`src/rtl/fpuv_wb_buffer_if.sv`:
```
// Bundle between the FPU result port, the writeback buffer and the writeback consumer.
// The FPU/consumer side uses the master modport; the buffer uses the slave modport.
interface fpuv_wb_buffer_if #(
  parameter int ELEN    = 64,
  parameter int FLAGS_W = 5,
  parameter int DEPTH   = 4
);
  localparam int CW = $clog2(DEPTH) + 1;

  logic               res_valid_i;
  logic [ELEN-1:0]    res_data_i;
  logic [FLAGS_W-1:0] res_flags_i;
  logic               stall_o;
  logic               wb_valid_o;
  logic               wb_ready_i;
  logic [ELEN-1:0]    wb_data_o;
  logic [FLAGS_W-1:0] wb_flags_o;
  logic [FLAGS_W-1:0] fflags_acc_o;
  logic               clr_fflags_i;
  logic               flush_i;
  logic [CW-1:0]      count_o;
  logic               ovf_o;

  modport master (
    output res_valid_i, res_data_i, res_flags_i, wb_ready_i, clr_fflags_i, flush_i,
    input  stall_o, wb_valid_o, wb_data_o, wb_flags_o, fflags_acc_o, count_o, ovf_o
  );

  modport slave (
    input  res_valid_i, res_data_i, res_flags_i, wb_ready_i, clr_fflags_i, flush_i,
    output stall_o, wb_valid_o, wb_data_o, wb_flags_o, fflags_acc_o, count_o, ovf_o
  );
endinterface

```
`src/rtl/fpuv_wb_buffer.sv`:
```
// Circular FIFO decoupling FPU results from writeback, with one-slot skid, sticky
// fflags accumulation and sticky overflow detection. DEPTH must be a power of two >= 2.
module fpuv_wb_buffer #(
  parameter int ELEN    = 64,
  parameter int DEPTH   = 4,
  parameter int FLAGS_W = 5
) (
  input  logic              clk_i,
  input  logic              rsn_i,
  fpuv_wb_buffer_if.slave   bus
);
  localparam int AW = $clog2(DEPTH);
  localparam int CW = AW + 1;

  logic [ELEN-1:0]    data_mem  [DEPTH];
  logic [FLAGS_W-1:0] flags_mem [DEPTH];

  logic [AW-1:0]      wr_ptr, rd_ptr;
  logic [CW-1:0]      count, next_count;
  logic               stall_q, ovf_q;
  logic [FLAGS_W-1:0] acc_q;
  logic               not_empty, push, pop, drop;

  assign not_empty = (count != '0);
  assign pop  = not_empty && bus.wb_ready_i && !bus.flush_i;
  // A full buffer still accepts a result when the head leaves in the same cycle.
  assign push = bus.res_valid_i && !bus.flush_i && ((count < CW'(DEPTH)) || pop);
  assign drop = bus.res_valid_i && !bus.flush_i && !push;

  always_comb begin
    next_count = count;
    if (bus.flush_i) begin
      next_count = '0;
    end else if (push && !pop) begin
      next_count = count + CW'(1);
    end else if (pop && !push) begin
      next_count = count - CW'(1);
    end
  end

  // NOTE: storage has no reset; entries are only observable once count covers them.
  always_ff @(posedge clk_i) begin
    if (push) begin
      data_mem[wr_ptr]  <= bus.res_data_i;
      flags_mem[wr_ptr] <= bus.res_flags_i;
    end
  end

  always_ff @(posedge clk_i or negedge rsn_i) begin
    if (!rsn_i) begin
      wr_ptr  <= '0;
      rd_ptr  <= '0;
      count   <= '0;
      stall_q <= 1'b0;
      ovf_q   <= 1'b0;
      acc_q   <= '0;
    end else begin
      count   <= next_count;
      // Stall one entry early so a result already in flight still finds a slot.
      stall_q <= (next_count >= CW'(DEPTH - 1));
      if (bus.flush_i) begin
        wr_ptr <= '0;
        rd_ptr <= '0;
      end else begin
        if (push) wr_ptr <= wr_ptr + AW'(1);
        if (pop)  rd_ptr <= rd_ptr + AW'(1);
      end
      if (drop) ovf_q <= 1'b1;
      if (pop) begin
        acc_q <= (bus.clr_fflags_i ? '0 : acc_q) | flags_mem[rd_ptr];
      end else if (bus.clr_fflags_i) begin
        acc_q <= '0;
      end
    end
  end

  assign bus.wb_valid_o   = not_empty;
  assign bus.wb_data_o    = data_mem[rd_ptr];
  assign bus.wb_flags_o   = flags_mem[rd_ptr];
  assign bus.stall_o      = stall_q;
  assign bus.count_o      = count;
  assign bus.ovf_o        = ovf_q;
  assign bus.fflags_acc_o = acc_q;
endmodule

```
`src/flat_wrapper.sv`:
```
// flat-port wrapper written by rule: the top's interface ports become plain ports
module fpuv_wb_buffer_flat 
#(
  parameter int ELEN    = 64,
  parameter int DEPTH   = 4,
  parameter int FLAGS_W = 5
)
  (clk_i, rsn_i, bus_res_valid_i, bus_res_data_i, bus_res_flags_i, bus_wb_ready_i, bus_clr_fflags_i, bus_flush_i, bus_stall_o, bus_wb_valid_o, bus_wb_data_o, bus_wb_flags_o, bus_fflags_acc_o, bus_count_o, bus_ovf_o);
  fpuv_wb_buffer_if #(.ELEN(ELEN), .FLAGS_W(FLAGS_W), .DEPTH(DEPTH)) bus_i ();
  input  logic clk_i;
  input  logic rsn_i;
  input wire logic [$bits(bus_i.res_valid_i)-1:0] bus_res_valid_i;
  input wire logic [$bits(bus_i.res_data_i)-1:0] bus_res_data_i;
  input wire logic [$bits(bus_i.res_flags_i)-1:0] bus_res_flags_i;
  input wire logic [$bits(bus_i.wb_ready_i)-1:0] bus_wb_ready_i;
  input wire logic [$bits(bus_i.clr_fflags_i)-1:0] bus_clr_fflags_i;
  input wire logic [$bits(bus_i.flush_i)-1:0] bus_flush_i;
  output wire logic [$bits(bus_i.stall_o)-1:0] bus_stall_o;
  output wire logic [$bits(bus_i.wb_valid_o)-1:0] bus_wb_valid_o;
  output wire logic [$bits(bus_i.wb_data_o)-1:0] bus_wb_data_o;
  output wire logic [$bits(bus_i.wb_flags_o)-1:0] bus_wb_flags_o;
  output wire logic [$bits(bus_i.fflags_acc_o)-1:0] bus_fflags_acc_o;
  output wire logic [$bits(bus_i.count_o)-1:0] bus_count_o;
  output wire logic [$bits(bus_i.ovf_o)-1:0] bus_ovf_o;
  assign bus_i.res_valid_i = bus_res_valid_i;
  assign bus_i.res_data_i = bus_res_data_i;
  assign bus_i.res_flags_i = bus_res_flags_i;
  assign bus_i.wb_ready_i = bus_wb_ready_i;
  assign bus_i.clr_fflags_i = bus_clr_fflags_i;
  assign bus_i.flush_i = bus_flush_i;
  assign bus_stall_o = bus_i.stall_o;
  assign bus_wb_valid_o = bus_i.wb_valid_o;
  assign bus_wb_data_o = bus_i.wb_data_o;
  assign bus_wb_flags_o = bus_i.wb_flags_o;
  assign bus_fflags_acc_o = bus_i.fflags_acc_o;
  assign bus_count_o = bus_i.count_o;
  assign bus_ovf_o = bus_i.ovf_o;
  fpuv_wb_buffer #(.ELEN(ELEN), .DEPTH(DEPTH), .FLAGS_W(FLAGS_W)) u_core (.clk_i(clk_i), .rsn_i(rsn_i), .bus(bus_i));
endmodule
```
`config.mk`:
```
export PLATFORM = sky130hd
export DESIGN_NAME = fpuv_wb_buffer_flat
export DESIGN_NICKNAME = d
export VERILOG_FILES = /design/src/rtl/fpuv_wb_buffer_if.sv /design/src/rtl/fpuv_wb_buffer.sv /design/src/flat_wrapper.sv
export SDC_FILE = /design/constraint.sdc
export NUM_CORES = 1
export LEC_CHECK = 0
export ABC_AREA = 1
export BUFFER_PORTS_ARGS = -buffer_cell sky130_fd_sc_hd__buf_2
export CORE_ASPECT_RATIO = 2
export CORE_UTILIZATION = 43
export DETAILED_ROUTE_END_ITERATION = 8
export GPL_TIMING_DRIVEN = 1
export PLACE_DENSITY_LB_ADDON = 0.1
export RECOVER_POWER = 25
export SLEW_MARGIN = 25
export SYNTH_ARGS = -nofsm -noshare
export SYNTH_HDL_FRONTEND = slang
export SYNTH_SLANG_ARGS = --single-unit
export TNS_END_PERCENT = 5
```
`constraint.sdc`:
```
create_clock -name clk_i -period 8.3 [get_ports clk_i]
set_clock_uncertainty 0.05 [all_clocks]
set_input_delay 0.415 -clock clk_i [delete_from_list [all_inputs] [get_ports clk_i]]
set_output_delay 0.415 -clock clk_i [all_outputs]
set_load 0.005 [all_outputs]
```
---- After elaboration in Yosys (flattened, before gate mapping) ----
Memories as Yosys holds them, arrays and structs flattened.
Cells that the tools add are included.
word-level totals
  register bits ........................... 14
  bits in writable memories ............... 276
  bits of input ports ..................... 75
  output and inout bits ................... 80
  logic and storage cells ................. 40
  memories kept ........................... 2
cells by class
  $add $sub $neg .......................... 4
  magnitude comparators ................... 2
  multiplexer cells ....................... 11
  bitwise gates (word level) .............. 1
  reductions and logical operators ........ 14
memory list
  memory            words  bits a word  rd ports  clocked after Yosys merged registers in  write ports  line                  RTL
  u_core.data_mem   4      64           1         0                                        1            fpuv_wb_buffer.sv:15  logic [ELEN-1:0] data_mem [DEPTH];
  u_core.flags_mem  4      5            1         0                                        1            fpuv_wb_buffer.sv:16  logic [FLAGS_W-1:0] flags_mem [DEPTH];
operators with widths
  operator                                              count
  two-way mux 5 bit                                     2
  two-way mux 3 bit                                     3
  two-way mux 2 bit                                     4
  logical AND 1 bit                                     7
  OR 5 bit                                              1
  adder 2 x 1 -> 2 bit (second input constant)          2
  nonzero test 2 bit                                    2
  adder 3 x 1 -> 3 bit (second input constant)          1
  >= comparator 3 x 2 -> 1 bit (second input constant)  1
  zero test 1 bit                                       3
  < comparator 3 bit (second input constant)            1
  nonzero test 3 bit                                    1
  subtractor 3 x 1 -> 3 bit (second input constant)     1
  two-way mux 1 bit                                     2
  logical OR 1 bit                                      1

---- Depth between registers and ports, before layout ----
  depth in word-level cells ............... 11
  mapped depth ............................ 11
  depth with buffers taken out ............ 11

---- Worst setup path before layout ----
No wires, ideal clock.
  path kind ............................... reg2reg
  from .................................... reg u_core.count[0] (netlist: u_core.bus.count_o[0])
  to ...................................... mem u_core.data_mem[0][0], enable pin
  setup time .............................. 0.496 ns
  data arrival time ....................... 3.934 ns
  required time ........................... 7.754 ns
  path slack .............................. 3.819 ns
  cell stages (with the launch flop) ...... 8
  buffers on the path ..................... 0
  period minus slack after synthesis ...... 4.481 ns
  cells stage by stage .................... dfrtp_1 > inv_1 > ha_1 > nand2_4 > nand3_4 > inv_2 > o21ai_4 > nor2_1
on the way
  word-level cells in the longest chain between the ends .. 7
  elaborated cells between the ends (all ways) .. 8
  classes of those cells .................. order compare: 1; mux: 2; reduce/logical: 5
ends and longest elaborated chain
  item                                     line                  RTL
  start, declared                          fpuv_wb_buffer.sv:19  logic [CW-1:0] count, next_count;
  start signal, assigned                   fpuv_wb_buffer.sv:58  count <= next_count;
  nonzero test 3 bit                       fpuv_wb_buffer.sv:24  assign not_empty = (count != '0);
  named net bus_wb_valid_o                 flat_wrapper.sv:19    output wire logic [$bits(bus_i.wb_valid_o)-1:0] bus_wb_valid_o;
  logical AND 1 bit (2 in series)          fpuv_wb_buffer.sv:25  assign pop = not_empty && bus.wb_ready_i && !bus.flush_i;
  logical OR 1 bit                         fpuv_wb_buffer.sv:27  assign push = bus.res_valid_i && !bus.flush_i && ((count < CW'(DEPTH)) || pop);
  logical AND 1 bit                        fpuv_wb_buffer.sv:27
  two-way mux 1 bit                        fpuv_wb_buffer.sv:43  if (push) begin
  two-way mux 1 bit (implied by the code)  fpuv_wb_buffer.sv:44  data_mem[wr_ptr] <= bus.res_data_i;
  end, declared                            fpuv_wb_buffer.sv:15
The timed path passes the listed nets, and every way through them passes these cells.

---- Worst setup path after layout ----
  from .................................... reg u_core.rd_ptr[0]
  to ...................................... out bus_wb_data_o[23]
on the way
  word-level cells in the longest chain between the ends .. 1
ends and longest elaborated chain
  item                    line                  RTL
  start, declared         fpuv_wb_buffer.sv:18  logic [AW-1:0] wr_ptr, rd_ptr;
  start signal, assigned  fpuv_wb_buffer.sv:66  if (pop) rd_ptr <= rd_ptr + AW'(1);
  memory (4 x 64 bit)     n/a
  end, declared           flat_wrapper.sv:20    output wire logic [$bits(bus_i.wb_data_o)-1:0] bus_wb_data_o;
Every way passes these cells.

==> results.json <==
{
  "yosys-mux-area-fraction_pct": 0,
  "hold_viol": 0,
  "hold_ws_ns": 0.0458,
  "max-slew-margin-rel_pct": 43.0,
  "grt_pass1_wl_um": 36900,
  "antenna_found_initial": 5,
  "p_leak_nw": 4.49,
  "final-max-slew-violation-count": 0,
  "period_minus_slack_ns": 3.44,
  "clockBufferDepth": 3,
  "hold_class": "input port to flip-flop",
  "setup_tns_ns": 0,
  "path_class": "flip-flop to output pin",
  "drt_wl_total_um": 24100,
  "cp_slowest_cell": "dfrtp_4",
  "cp.depth": 5,
  "grt_overflow": 0,
  "clock-root-buffer": "clkbuf_16",
  "synthCells": 771,
  "crit_arrival_ns": 2.97,
  "r2r_setup_slack_ns": 5.28,
  "dpl.cell_count": 1225,
  "sw_frac_of_total_pct": 23.2,
  "required_ns": 7.84,
  "r2r-end": "u_core.data_mem[1][7]",
  "drive_gt1_share_pct": 18.9,
  "synth_compound_area_share_pct": 10.8,
  "cts_buffers": 25,
  "grt_use_total_pct": 18.6,
  "clkSinkCount": 290,
  "core_mm2": 0.0250,
  "first_iter_violations": 407,
  "clkLatencyLatePin_ns": 0.53,
  "fp.dieH_um": 228,
  "cp-endpoint": "bus_wb_data_o[23]",
  "portBuffers": 154,
  "seqPwrFrac_pct": 53.1,
  "timing.critical_path.buf_inv": 3,
  "synthesis.nets": 853,
  "dr.pass1.iters": 5,
  "path_delay_family": "buffers and inverters",
  "start_kind": "flip-flop",
  "internal_power_mw": 2.46,
  "yosys.area_share.simple_pct": 6.68,
  "layout.cells.non_filler": 1276,
  "postRouteAntennaNets": 0,
  "die_area_mm2": 0.0262,
  "ys_seq_elements": 290,
  "status": "completed",
  "drt-vias-per-instance": 5.23,
  "synth_area_mm2": 0.0110,
  "grt_max_degree": 108,
  "dp_hpwl_um": 13400,
  "io_pins": 155,
  "ys_seq_area_share_pct": 78.9,
  "syn_area_per_cell_um2": 14.2,
  "die_w_um": 115,
  "clockPowerShare_pct": 37.1,
  "grt_pass1_vias": 6779,
  "rsz0062_at_grt": "no",
  "synthXorXnorAreaFrac_pct": 0,
  "ff2ff_path_depth": 8,
  "yosysWarnings": 0,
  "cts-resized-gates": 0,
  "num_vias": 6679,
  "drt_drc_violations_left": 0,
  "p_switching_mw": 0.741,
  "cts_tree": "done",
  "final_common_cell": "edfxtp_1",
  "gp_congestion": 0.718,
  "timing.final.crit_share_pct": 41.4,
  "min_from": "bus_res_data_i[32]",
  "clk_pin_slew_ns": 0.07,
  "critPathMaxStageDelay_ns": 0.76,
  "worstSetupStartpoint": "u_core.rd_ptr[0]",
  "fmax_ghz": 0.291,
  "wl_per_cell_um": 18.8,
  "cap_violations": 0,
  "ir_drop_uv": 197,
  "stdcell_area_mm2": 0.0129,
  "r2r-start": "u_core.bus.count_o[0]",
  "dpl_cell_area_mm2": 0.0121,
  "row_count": 82,
  "p_comb_share_pct": 9.8,
  "endpoint_kind": "output pin",
  "htree_levels": 1,
  "crit_chain": "inv_4, buf_6, o21ai_0, o22ai_1, buf_2",
  "initial_utilization_pct": 43.8,
  "fin_nets": 999,
  "cp_max_fo": 107,
  "synth_top_family_by_area": "compound AO/OA/AOI/OAI gates",
  "worstMarginPinSlew_ns": 0.854,
  "final_cell_mix": "276 x edfxtp_1, 134 x o21ai_0, 129 x nor2_1",
  "final.fill_count": 2193,
  "area_growth_pct": 17.4,
  "setup_viol": 0,
  "power_density_mw_per_mm2": 249,
  "synth.distinct_cells": 25,
  "synthAdderAreaFrac_pct": 0.800
}
[routing by layer]
layer	track usage, %	vias up	wire (um)
met2	33.8	158	12900
met5	0	-	13
met3	3.91	32	1340
met1	21.2	3336	9300
met4	6.13	2	460
li1	-	3151	-
[through the flow]
stage	setup slack, ns	util (%)	power (mW)
floorplan	3.82	-	1.89
global placement	5.20	48.2	2.04
detailed placement	5.11	48.2	2.05
CTS	4.54	51.5	3.23
global route	4.61	51.3	3.32
finish	4.86	51.4	3.20
[kinds of logic (layout without fill, tap and decap cells)]
family                   count (synthesis)  in the layout
AND/OR/NAND/NOR                        181            181
AO/OA/AOI/OAI                          217            217
buffers and inverters                   76            241
other                                    0              4
flip-flops                             290            290
adder cells (fa/ha/maj)                  7              7
[timing repair]
action                                  4_1_cts  5_1_grt
endpoints found under the setup margin        0        0
hold endpoints to repair                     14        0
hold buffers                                  1        0
buffers inserted                              0        0
[how the worst min path moves through the flow]
stage,to,slack (ns),depth (start not counted)
finish,u_core.data_mem[1][32],0.05,1
global route,u_core.data_mem[0][12],0.04,1
CTS,u_core.data_mem[0][40],0.02,1
detailed placement,u_core.bus.fflags_acc_o[3],0.29,1
global placement,u_core.bus.fflags_acc_o[3],0.28,1
floorplan,u_core.bus.count_o[0],0.07,0
[state kept, by name (all words and copies together) (netlist names)]
signal / flops
u_core.data_mem: 256
u_core.flags_mem: 20
u_core.bus.fflags_acc_o: 5
u_core.bus.count_o: 3
u_core.rd_ptr: 2
u_core.wr_ptr: 2
u_core.bus.ovf_o: 1
u_core.bus.stall_o: 1
[cell usage after synthesis]
cell,count,share of area [%]
o22ai_1,69,3.9
nor2_1,133,4.6
nand4_1,2,0.11
buf_4,2,0.14
inv_2,6,0.21
nand3_2,1,0.091
a31o_2,1,0.080
inv_1,26,0.89
o21ai_0,134,6.1
clkbuf_2,1,0.046
nor2_2,3,0.17
buf_2,11,0.50
nand3_4,1,0.16
a21oi_1,10,0.46
o21ai_4,1,0.15
nand2_4,1,0.10
buf_1,1,0.034
nor3_1,1,0.046
ha_1,7,0.80
clkbuf_1,29,0.99
dfrtp_1,14,3.2
nand3_1,9,0.41
edfxtp_1,276,76
o21ai_1,2,0.091
nand2_1,30,1.0
[final cells by class]
type	count	area [um^2]	share of cell area [%]
multi-input cells	405	2040	15.8
diodes	4	10.0	0.0779
flip-flops and latches	290	8640	67.2
well taps	336	420	3.27
inverters	32	123	0.954
clock buffers	27	633	4.92
repair buffers	163	788	6.13
clock inverters	19	201	1.57
[power by group through the flow]
stage / sequential [mW] / clock, mW / combinational, mW
floorplan: 1.72 / 0 / 0.176
global placement: 1.72 / 0 / 0.316
detailed placement: 1.73 / 0 / 0.323
CTS: 1.70 / 1.21 / 0.325
global route: 1.70 / 1.26 / 0.353
finish: 1.70 / 1.19 / 0.315
Note: power is estimated with default switching activity, not from simulation.
